<file path="src/rtl/ibex_predict_redirect_ctrl.sv">
// Predict-taken redirect sequencer between static predictor and prefetch buffer.
// Optional perf counters enabled by defining IBEX_PREDICT_PERF_EN.
module ibex_predict_redirect_ctrl #(
    parameter int unsigned DEPTH = 2
) (
    input  logic        clk_i,
    input  logic        rst_i,
    input  logic        predict_taken_i,
    input  logic [31:0] predict_pc_i,
    input  logic [31:0] fetch_pc_i,
    input  logic        fetch_compressed_i,
    input  logic        fetch_ready_i,
    output logic        pred_block_o,
    output logic        redirect_req_o,
    output logic [31:0] redirect_pc_o,
    input  logic        redirect_ack_i,
    input  logic        resolve_valid_i,
    input  logic        resolve_taken_i,
    input  logic        flush_i,
    output logic        mispredict_o,
    output logic [31:0] perf_pred_cnt_o,
    output logic [31:0] perf_mispred_cnt_o
);

    localparam int unsigned PW = $clog2(DEPTH);
    localparam int unsigned CW = PW + 1;

    typedef enum logic [1:0] {
        IDLE     = 2'd0,
        REDIRECT = 2'd1,
        CORRECT  = 2'd2
    } state_e;

    state_e state_q, state_d;

    logic [31:0]   fifo_q [DEPTH];
    logic [PW-1:0] wr_ptr_q, rd_ptr_q;
    logic [CW-1:0] count_q;

    logic [31:0] redirect_pc_d;
    logic        mispredict_d;

    logic        full, empty;
    logic        mispredict_now;
    logic        push, pop, clear;
    logic [31:0] fall_through;
    logic [31:0] head_pc;

    assign full  = (count_q == CW'(DEPTH));
    assign empty = (count_q == '0);

    assign fall_through = fetch_pc_i + (fetch_compressed_i ? 32'd2 : 32'd4);
    assign head_pc      = fifo_q[rd_ptr_q];

    assign mispredict_now = resolve_valid_i & ~resolve_taken_i & ~empty & ~flush_i;

    assign push = predict_taken_i & fetch_ready_i & (state_q == IDLE) &
                  ~full & ~flush_i & ~mispredict_now;

    assign pop   = resolve_valid_i & resolve_taken_i & ~empty & ~flush_i;
    assign clear = flush_i | mispredict_now;

    assign pred_block_o   = (state_q != IDLE) | full;
    assign redirect_req_o = (state_q != IDLE);

    // Queue: a clear wins over any same-cycle push or pop.
    always_ff @(posedge clk_i or posedge rst_i) begin
        if (rst_i) begin
            wr_ptr_q <= '0;
            rd_ptr_q <= '0;
            count_q  <= '0;
            for (int i = 0; i < DEPTH; i++) begin
                fifo_q[i] <= '0;
            end
        end else if (clear) begin
            wr_ptr_q <= '0;
            rd_ptr_q <= '0;
            count_q  <= '0;
        end else begin
            if (push) begin
                fifo_q[wr_ptr_q] <= fall_through;
                wr_ptr_q         <= wr_ptr_q + PW'(1);
            end
            if (pop) begin
                rd_ptr_q <= rd_ptr_q + PW'(1);
            end
            if (push && !pop) begin
                count_q <= count_q + CW'(1);
            end else if (pop && !push) begin
                count_q <= count_q - CW'(1);
            end
        end
    end

    always_ff @(posedge clk_i or posedge rst_i) begin
        if (rst_i) begin
            state_q       <= IDLE;
            redirect_pc_o <= '0;
            mispredict_o  <= 1'b0;
        end else begin
            state_q       <= state_d;
            redirect_pc_o <= redirect_pc_d;
            mispredict_o  <= mispredict_d;
        end
    end

    always_comb begin
        state_d       = state_q;
        redirect_pc_d = redirect_pc_o;
        mispredict_d  = 1'b0;
        if (flush_i) begin
            state_d = IDLE;
        end else if (mispredict_now) begin
            // A correction supersedes any redirect still awaiting ack.
            state_d       = CORRECT;
            redirect_pc_d = head_pc;
            mispredict_d  = 1'b1;
        end else if (push) begin
            state_d       = REDIRECT;
            redirect_pc_d = predict_pc_i;
        end else begin
            unique case (state_q)
                REDIRECT: if (redirect_ack_i) state_d = IDLE;
                CORRECT:  if (redirect_ack_i) state_d = IDLE;
                default:  state_d = state_q;
            endcase
        end
    end

`ifdef IBEX_PREDICT_PERF_EN
    logic [31:0] pred_cnt_q, mispred_cnt_q;

    always_ff @(posedge clk_i or posedge rst_i) begin
        if (rst_i) begin
            pred_cnt_q    <= '0;
            mispred_cnt_q <= '0;
        end else begin
            if (push && pred_cnt_q != 32'hFFFF_FFFF) begin
                pred_cnt_q <= pred_cnt_q + 32'd1;
            end
            if (mispredict_d && mispred_cnt_q != 32'hFFFF_FFFF) begin
                mispred_cnt_q <= mispred_cnt_q + 32'd1;
            end
        end
    end

    assign perf_pred_cnt_o    = pred_cnt_q;
    assign perf_mispred_cnt_o = mispred_cnt_q;
`else
    assign perf_pred_cnt_o    = '0;
    assign perf_mispred_cnt_o = '0;
`endif

endmodule

</file>
<file path="config.mk">
export PLATFORM = sky130hd
export DESIGN_NAME = ibex_predict_redirect_ctrl
export DESIGN_NICKNAME = d
export VERILOG_FILES = /design/src/rtl/ibex_predict_redirect_ctrl.sv
export SDC_FILE = /design/constraint.sdc
export NUM_CORES = 1
export LEC_CHECK = 0
export CORE_ASPECT_RATIO = 2
export CORE_UTILIZATION = 49
export CTS_BUF_LIST = sky130_fd_sc_hd__clkbuf_8
export DETAILED_ROUTE_END_ITERATION = 8
export PLACE_DENSITY = 0.88
export SYNTH_ARGS = -nofsm -noshare
export SYNTH_HDL_FRONTEND = slang
export SYNTH_SLANG_ARGS = --single-unit
</file>
<file path="constraint.sdc">
create_clock -name clk_i -period 4.5 [get_ports clk_i]
set_input_delay 0.675 -clock clk_i [delete_from_list [all_inputs] [get_ports clk_i]]
set_output_delay 0.675 -clock clk_i [all_outputs]
set_load 0.05 [all_outputs]
</file>
==> results.md, run 1 <==
- Status: finished, final reports clean
- Setup TNS: 0 ns
- Die ar.: 11800 µm²
- Area growth syn-to-layout: 19.9%
- Routed WL: 12800 µm
- CTS H-tree lvls: 3
- Final std cells w/o fill: 843
- Ports: 172
- Clock latency on the worst-skew pair: 0.39 ns
- Setup bufs post-CTS: 0
- Synth Cell Area: 5560 µm²
- Antenna viol nets, final: 0
- Post_cts resized: 0
- Diode count: 0
- Final Max Slew Viols: 0
- GRT overflow: 0
- Worst Path Class, Setup: input pin to flop
- Die span in y: 153 µm
- Clk pwr share: 21.8%
- Static Leakage: 2.84 nW
- Ys flop type: dfrtp_1
- Vias in the first global route: 4416
- Sw Ratio: 36.7%
- Worst-margin pin slew: 1.09 ns
- Switching Power: 0.980 mW
- CORE AREA: 10900 µm²
- Post-synth EDFFs: 0
- Clock transition time at the flip-flop clock pins of the worst setup and hold paths: 0.09 ns
- Sequential Power Share: 45.0%
- Mapped Cells: 614
- Yosys reg bits: 103
- Clk buf depth: 2
- Worst Path Arrival: 3.31 ns
- Nets: 775
- Final hold violation count: 0
- Placed cell count: 827
- Unrepaired setup endpoints after global routing: no
- Total routing usage reported by global routing: 22.6%
- Startpoint types: input pin
- Post-CTS Hold Buffers: 0
- Antenna violations before repair: 0
- Global-route wire length before repair: 20900 µm
- Fin crit period: 3.05 ns
- CP Capture Type: flop
- Seq/Total Area, Yosys: 46.3%
- Routed vias/inst: 5.35
- CTS tree: built
- Largest net degree at the start of global routing: 78
- Clock Sink Count: 103
- Wire per inst: 15.2 µm
- Slew HR: 27.1%
- 1st-iter DRT viols: 278
- Crit path required time: 4.76 ns
- I/O Buffers: 107
- Most common cell after layout, fill and taps aside: clkdlybuf4s50_1
- CTS buffer count: 9
- Cell Int Power: 1.69 mW
- Crit Path Max Fanout: 59
- Initial core utilization: 50.8%
- Yosys warns: 0
- Clock skew: 0.0179 ns
- Final Cycle Share: 67.7%
- Chip width: 77.3 µm
- Hpwl dp: 9390 µm
- Highest clock rate: 0.328 GHz
- CTS root buffer: clkbuf_8
- Share of cells above drive strength 1: 6.12%
- Vias: 4509
- # DRC: 0
- Final hold slack: 0.495 ns
- Max_cap viols: 0
- Site Rows: 54
- Pwr/cell area: 400 nW/µm²
- Commonest cells after routing, fill and taps aside: clkdlybuf4s50_1 (107), nand2_1 (103), dfrtp_1 (102)
- Tightest Hold Check Type: flop to flop
- # setup viols final: 0
- Router iterations before antenna repair: 5
- Post-synthesis async set-or-reset flop share: 100%
- Max IR drop VDD: 0.323 mV
- Combinational share of power: 33.2%
- Fill cells: 921
- Unique cell type count in the Yosys netlist: 41
- Mean Syn Cell Area: 9.06 µm²
- Gpl congestion: 0.861
## worst paths after layout
kind	start	endpoint	slack, ns	depth (start not counted)
max	flush_i	fifo_q[1]$_DFFE_PP0P_	1.45	5
min	fifo_q[27]$_DFFE_PP0P_	fifo_q[27]$_DFFE_PP0P_	0.50	2
max reg2reg	count_q[0]$_DFFE_PP0P_	fifo_q[1]$_DFFE_PP0P_	1.79	4
min reg2reg	fifo_q[27]$_DFFE_PP0P_	fifo_q[27]$_DFFE_PP0P_	0.50	2
max in group asynchronous	rst_i	fifo_q[10]$_DFFE_PP0P_	2.72	3
min in group asynchronous	rst_i	redirect_pc_o[22]$_DFFE_PP0P_	0.82	2
## worst max-delay path, stage by stage
cell and delay (ns):
clkdlybuf4s50_1 0.50, nor2b_1 0.19, nand4_1 0.45, or3_2 1.04
mux2_2 0.44
## cell families after synthesis
kind of cell	count (synthesis)	synth area share, %
other cells	1	0.0674
flops	103	46.3
mux	10	2.02
fa+ha+maj	4	1.03
buf+inv	115	12.3
simple gates	221	19.4
xor+xnor	29	4.57
compound gates	131	14.2
## sequential cells by signal, summed over array words and instances (netlist names)
| name | flops |
|---|---|
| mispredict_o | 1 |
| wr_ptr_q | 1 |
| count_q | 2 |
| state_q | 2 |
| rd_ptr_q | 1 |
| redirect_pc_o | 32 |
| fifo_q | 64 |
## through the flow
stage               worst slack [ns]  power (mW)  instance area, µm²  util, %
floorplan                       1.12        1.86                5800        -
global placement                1.21        2.07                6470     59.1
detailed placement              1.12        2.10                6470     59.1
CTS                             1.51        2.68                6670     60.9
global route                    1.29        2.80                6670     60.9
finish                          1.45        2.67                6670     60.9
## synthesized netlist by cell type (5+ instances only)
| library cell | count | area share [%] |
|---|---|---|
| dfrtp_1 | 103 | 46 |
| nand2_1 | 103 | 7.0 |
| buf_4 | 64 | 8.6 |
| nor2_1 | 34 | 2.3 |
| a31oi_1 | 33 | 3.7 |
| nor2b_1 | 33 | 3.7 |
| a211oi_1 | 32 | 4.3 |
| a21oi_1 | 32 | 2.9 |
| clkbuf_1 | 28 | 1.9 |
| o21ai_0 | 24 | 2.2 |
| xnor2_1 | 19 | 3.0 |
| nand3_1 | 18 | 1.6 |
| inv_1 | 13 | 0.88 |
| xor2_1 | 10 | 1.6 |
| mux2_2 | 9 | 1.8 |
| nand4_1 | 7 | 0.79 |
| o21ai_1 | 6 | 0.54 |
| buf_2 | 5 | 0.45 |
| nor3_1 | 5 | 0.45 |
## area by class of cell
type / instances / area, µm² / area share (%)
Clock buffer: 10 / 138 / 2.06
Clock inverter: 6 / 61.3 / 0.919
Multi-Input combinational cell: 459 / 2540 / 38.1
Timing Repair Buffer: 112 / 1120 / 16.8
Sequential cell: 103 / 2580 / 38.7
Inverter: 13 / 51.3 / 0.769
Tap cell: 140 / 175 / 2.63
## power groups by stage
stage,Combinational (mW),Sequential [mW],Clock (mW)
after floorplan,0.440,1.42,0
after global placement,0.859,1.21,0
after detailed placement,0.885,1.22,0
after CTS,0.889,1.20,0.593
after global routing,0.945,1.22,0.630
final,0.887,1.20,0.582
## routing by layer
layer | track usage [%] | up-vias | wire length (µm)
li1 | - | 2133 | -
met1 | 25.1 | 2134 | 4730
met2 | 40.3 | 198 | 6870
met3 | 2.57 | 44 | 675
met4 | 14.0 | 0 | 546
met5 | 0 | - | 0
(Power assumes the default switching activity.)
==> inputs of run 2 (changes only) <==
- clock period: 4.5 -> 3 ns (I/O delays scaled with it)
==> run 2 against run 1 <==
Effect of this change:
- clock skew down 0.0050 ns
- non-clock buffer count is 6 higher
- global-route usage rose by 0.99 points
- power increased by 47%
- critical endpoint is now fifo_q[61]$_DFFE_PP0P_
- largest cell class unchanged
==> results.md, run 2 (synthesis gave the netlist of run 1 again) <==
- Clk pwr share: 20.1%
- Tightest Hold Check Type: input pin to asynchronous set/reset pin
- Setup TNS: 0 ns
- Max FFs per register: 64
- Slew HR: 60.8%
- Final Util: 61.5%
- Router iterations before antenna repair: 5
- I/O Buffers: 107
- Static Leakage: 2.86 nW
- Hpwl dp: 9740 µm
- Fin crit period: 2.47 ns
- Most common cell after layout, fill and taps aside: clkdlybuf4s50_1
- Initial core utilization: 50.8%
- Routed vias/inst: 5.42
- Clock skew: 0.0129 ns
- Largest regs: fifo_q (64), redirect_pc_o (32)
- Status: finished, final reports clean
- Crit path required time: 3.26 ns
- Post_cts resized: 0
- 1st-iter DRT viols: 405
- CTS root buffer: clkbuf_8
- Antenna violations before repair: 0
- Die span in y: 153 µm
- Setup bufs post-CTS: 0
- Combinational share of power: 34.2%
- Largest Register: fifo_q
- CP startpoint: fetch_compressed_i
- # DRC: 0
- Met1 GRT Util: 27.1%
- Ports: 172
- Clk buf depth: 2
- Worst Path Arrival: 2.73 ns
- Max IR drop VDD: 0.336 mV
- Diode count: 0
- Gpl congestion: 0.837
- Antenna viol nets, final: 0
- CTS H-tree lvls: 3
- Worst Path Class, Setup: input pin to flop
- Reg-to-reg critical path startpoint: count_q[0]$_DFFE_PP0P_
- Gr busiest metal: met2
- Switching Power: 1.50 mW
- Final Max Slew Viols: 0
- Share of cells above drive strength 1: 6.91%
- Startpoint types: input pin
- Slowest stage delay, CP: 0.49 ns
- Vias in the first global route: 4605
- Worst-margin pin slew: 0.587 ns
- Clock Sink Count: 103
- Tot Pwr: 3.93 mW
- Final hold violation count: 0
- CP Capture Type: flop
- Die ar.: 11800 µm²
- Chip width: 77.3 µm
- Flop2flop setup slack: 0.80 ns
- Met2 Use GR: 42.4%
- Total routing usage reported by global routing: 23.6%
- Commonest cells after routing, fill and taps aside: clkdlybuf4s50_1 (107), nand2_1 (103), dfrtp_1 (102)
- Sequential Power Share: 45.7%
- Worst Setup EP: fifo_q[61]$_DFFE_PP0P_
- # setup viols final: 0
- Worst path slowest cell: clkdlybuf4s50_1
- Unrepaired setup endpoints after global routing: no
- Final Cycle Share: 82.2%
- Max_cap viols: 0
- Wire per inst: 16.0 µm
- Sw Ratio: 38.1%
- Vias: 4605
- Crit Path Max Fanout: 5
- Largest net degree at the start of global routing: 67
- Worst reg2reg path depth: 5
- Cell Int Power: 2.44 mW
- Routed WL: 13600 µm
- Nets: 781
- Pwr/cell area: 585 nW/µm²
- Site Rows: 54
- GRT overflow: 0
- Met3 usage: 2.99%
- Area growth syn-to-layout: 20.9%
- Clock transition time at the flip-flop clock pins of the worst setup and hold paths: 0.10 ns
- Clock latency on the worst-skew pair: 0.38 ns
- CTS buffer count: 9
- Global-route wire length before repair: 22000 µm
- R2R Path End: fifo_q[9]$_DFFE_PP0P_
- CP cell instances: clkdlybuf4s50_1 -> ha_1 -> fa_1 -> nand3_1 -> or3_1 -> nor4_4 -> xnor2_1 -> a21oi_1
- Setup ws final: 0.534 ns
- Pre-CTS setup slack: 0.140 ns
- CORE AREA: 10900 µm²
- Highest clock rate: 0.405 GHz
- CTS tree: built
- Post-CTS Hold Buffers: 0
==> run 2: worst min path at each step <==
stage                      startpoint                       endpoint  slack, ns  cells after the start
6_report                        rst_i  redirect_pc_o[24]$_DFFE_PP0P_       0.44                      2
5_1_grt                         rst_i  redirect_pc_o[24]$_DFFE_PP0P_       0.47                      2
4_1_cts                         rst_i  redirect_pc_o[24]$_DFFE_PP0P_       0.44                      2
3_5_place_dp    fifo_q[3]$_DFFE_PP0P_          fifo_q[3]$_DFFE_PP0P_       0.47                      2
3_3_place_gp   fifo_q[34]$_DFFE_PP0P_         fifo_q[34]$_DFFE_PP0P_       0.46                      1
2_1_floorplan  fifo_q[34]$_DFFE_PP0P_         fifo_q[34]$_DFFE_PP0P_       0.45                      1
==> run 2: per-stage QoR <==
stage	hold WS, ns	cell area, µm²	cells
after floorplan	0.450	5800	677
after global placement	0.462	6550	833
after detailed placement	0.472	6550	833
after CTS	0.438	6730	849
after global routing	0.473	6730	849
final	0.439	6730	849
==> run 2: power by group through the flow <==
| stage | logic, mW | registers (mW) | clock network [mW] |
|---|---|---|---|
| after floorplan | 0.661 | 2.12 | 0 |
| after global placement | 1.30 | 1.80 | 0 |
| after detailed placement | 1.34 | 1.82 | 0 |
| after CTS | 1.35 | 1.80 | 0.811 |
| after global routing | 1.44 | 1.83 | 0.866 |
| final | 1.35 | 1.80 | 0.790 |
==> run 2: worst max-delay path, delay by kind of cell <==
kind | cells | cell delay, ns
compound gates | 1 | 0.11
xor+xnor | 1 | 0.19
fa+ha+maj | 2 | 0.52
buf+inv | 1 | 0.49
simple gates | 3 | 0.96
==> run 2: routing by layer <==
metal,vias up,share of wire (%)
met5,-,0
met4,0,3.8
met3,34,4.7
met2,222,53
met1,2207,38
li1,2142,-
==> run 2: final cells by class <==
class	count	area, µm²
Fill cell	929	4220
Multi-Input combinational cell	459	2540
Timing Repair Buffer	118	1200
Tap cell	140	175
Clock inverter	7	50.0
Inverter	13	52.6
Clock buffer	9	124
Sequential cell	103	2580
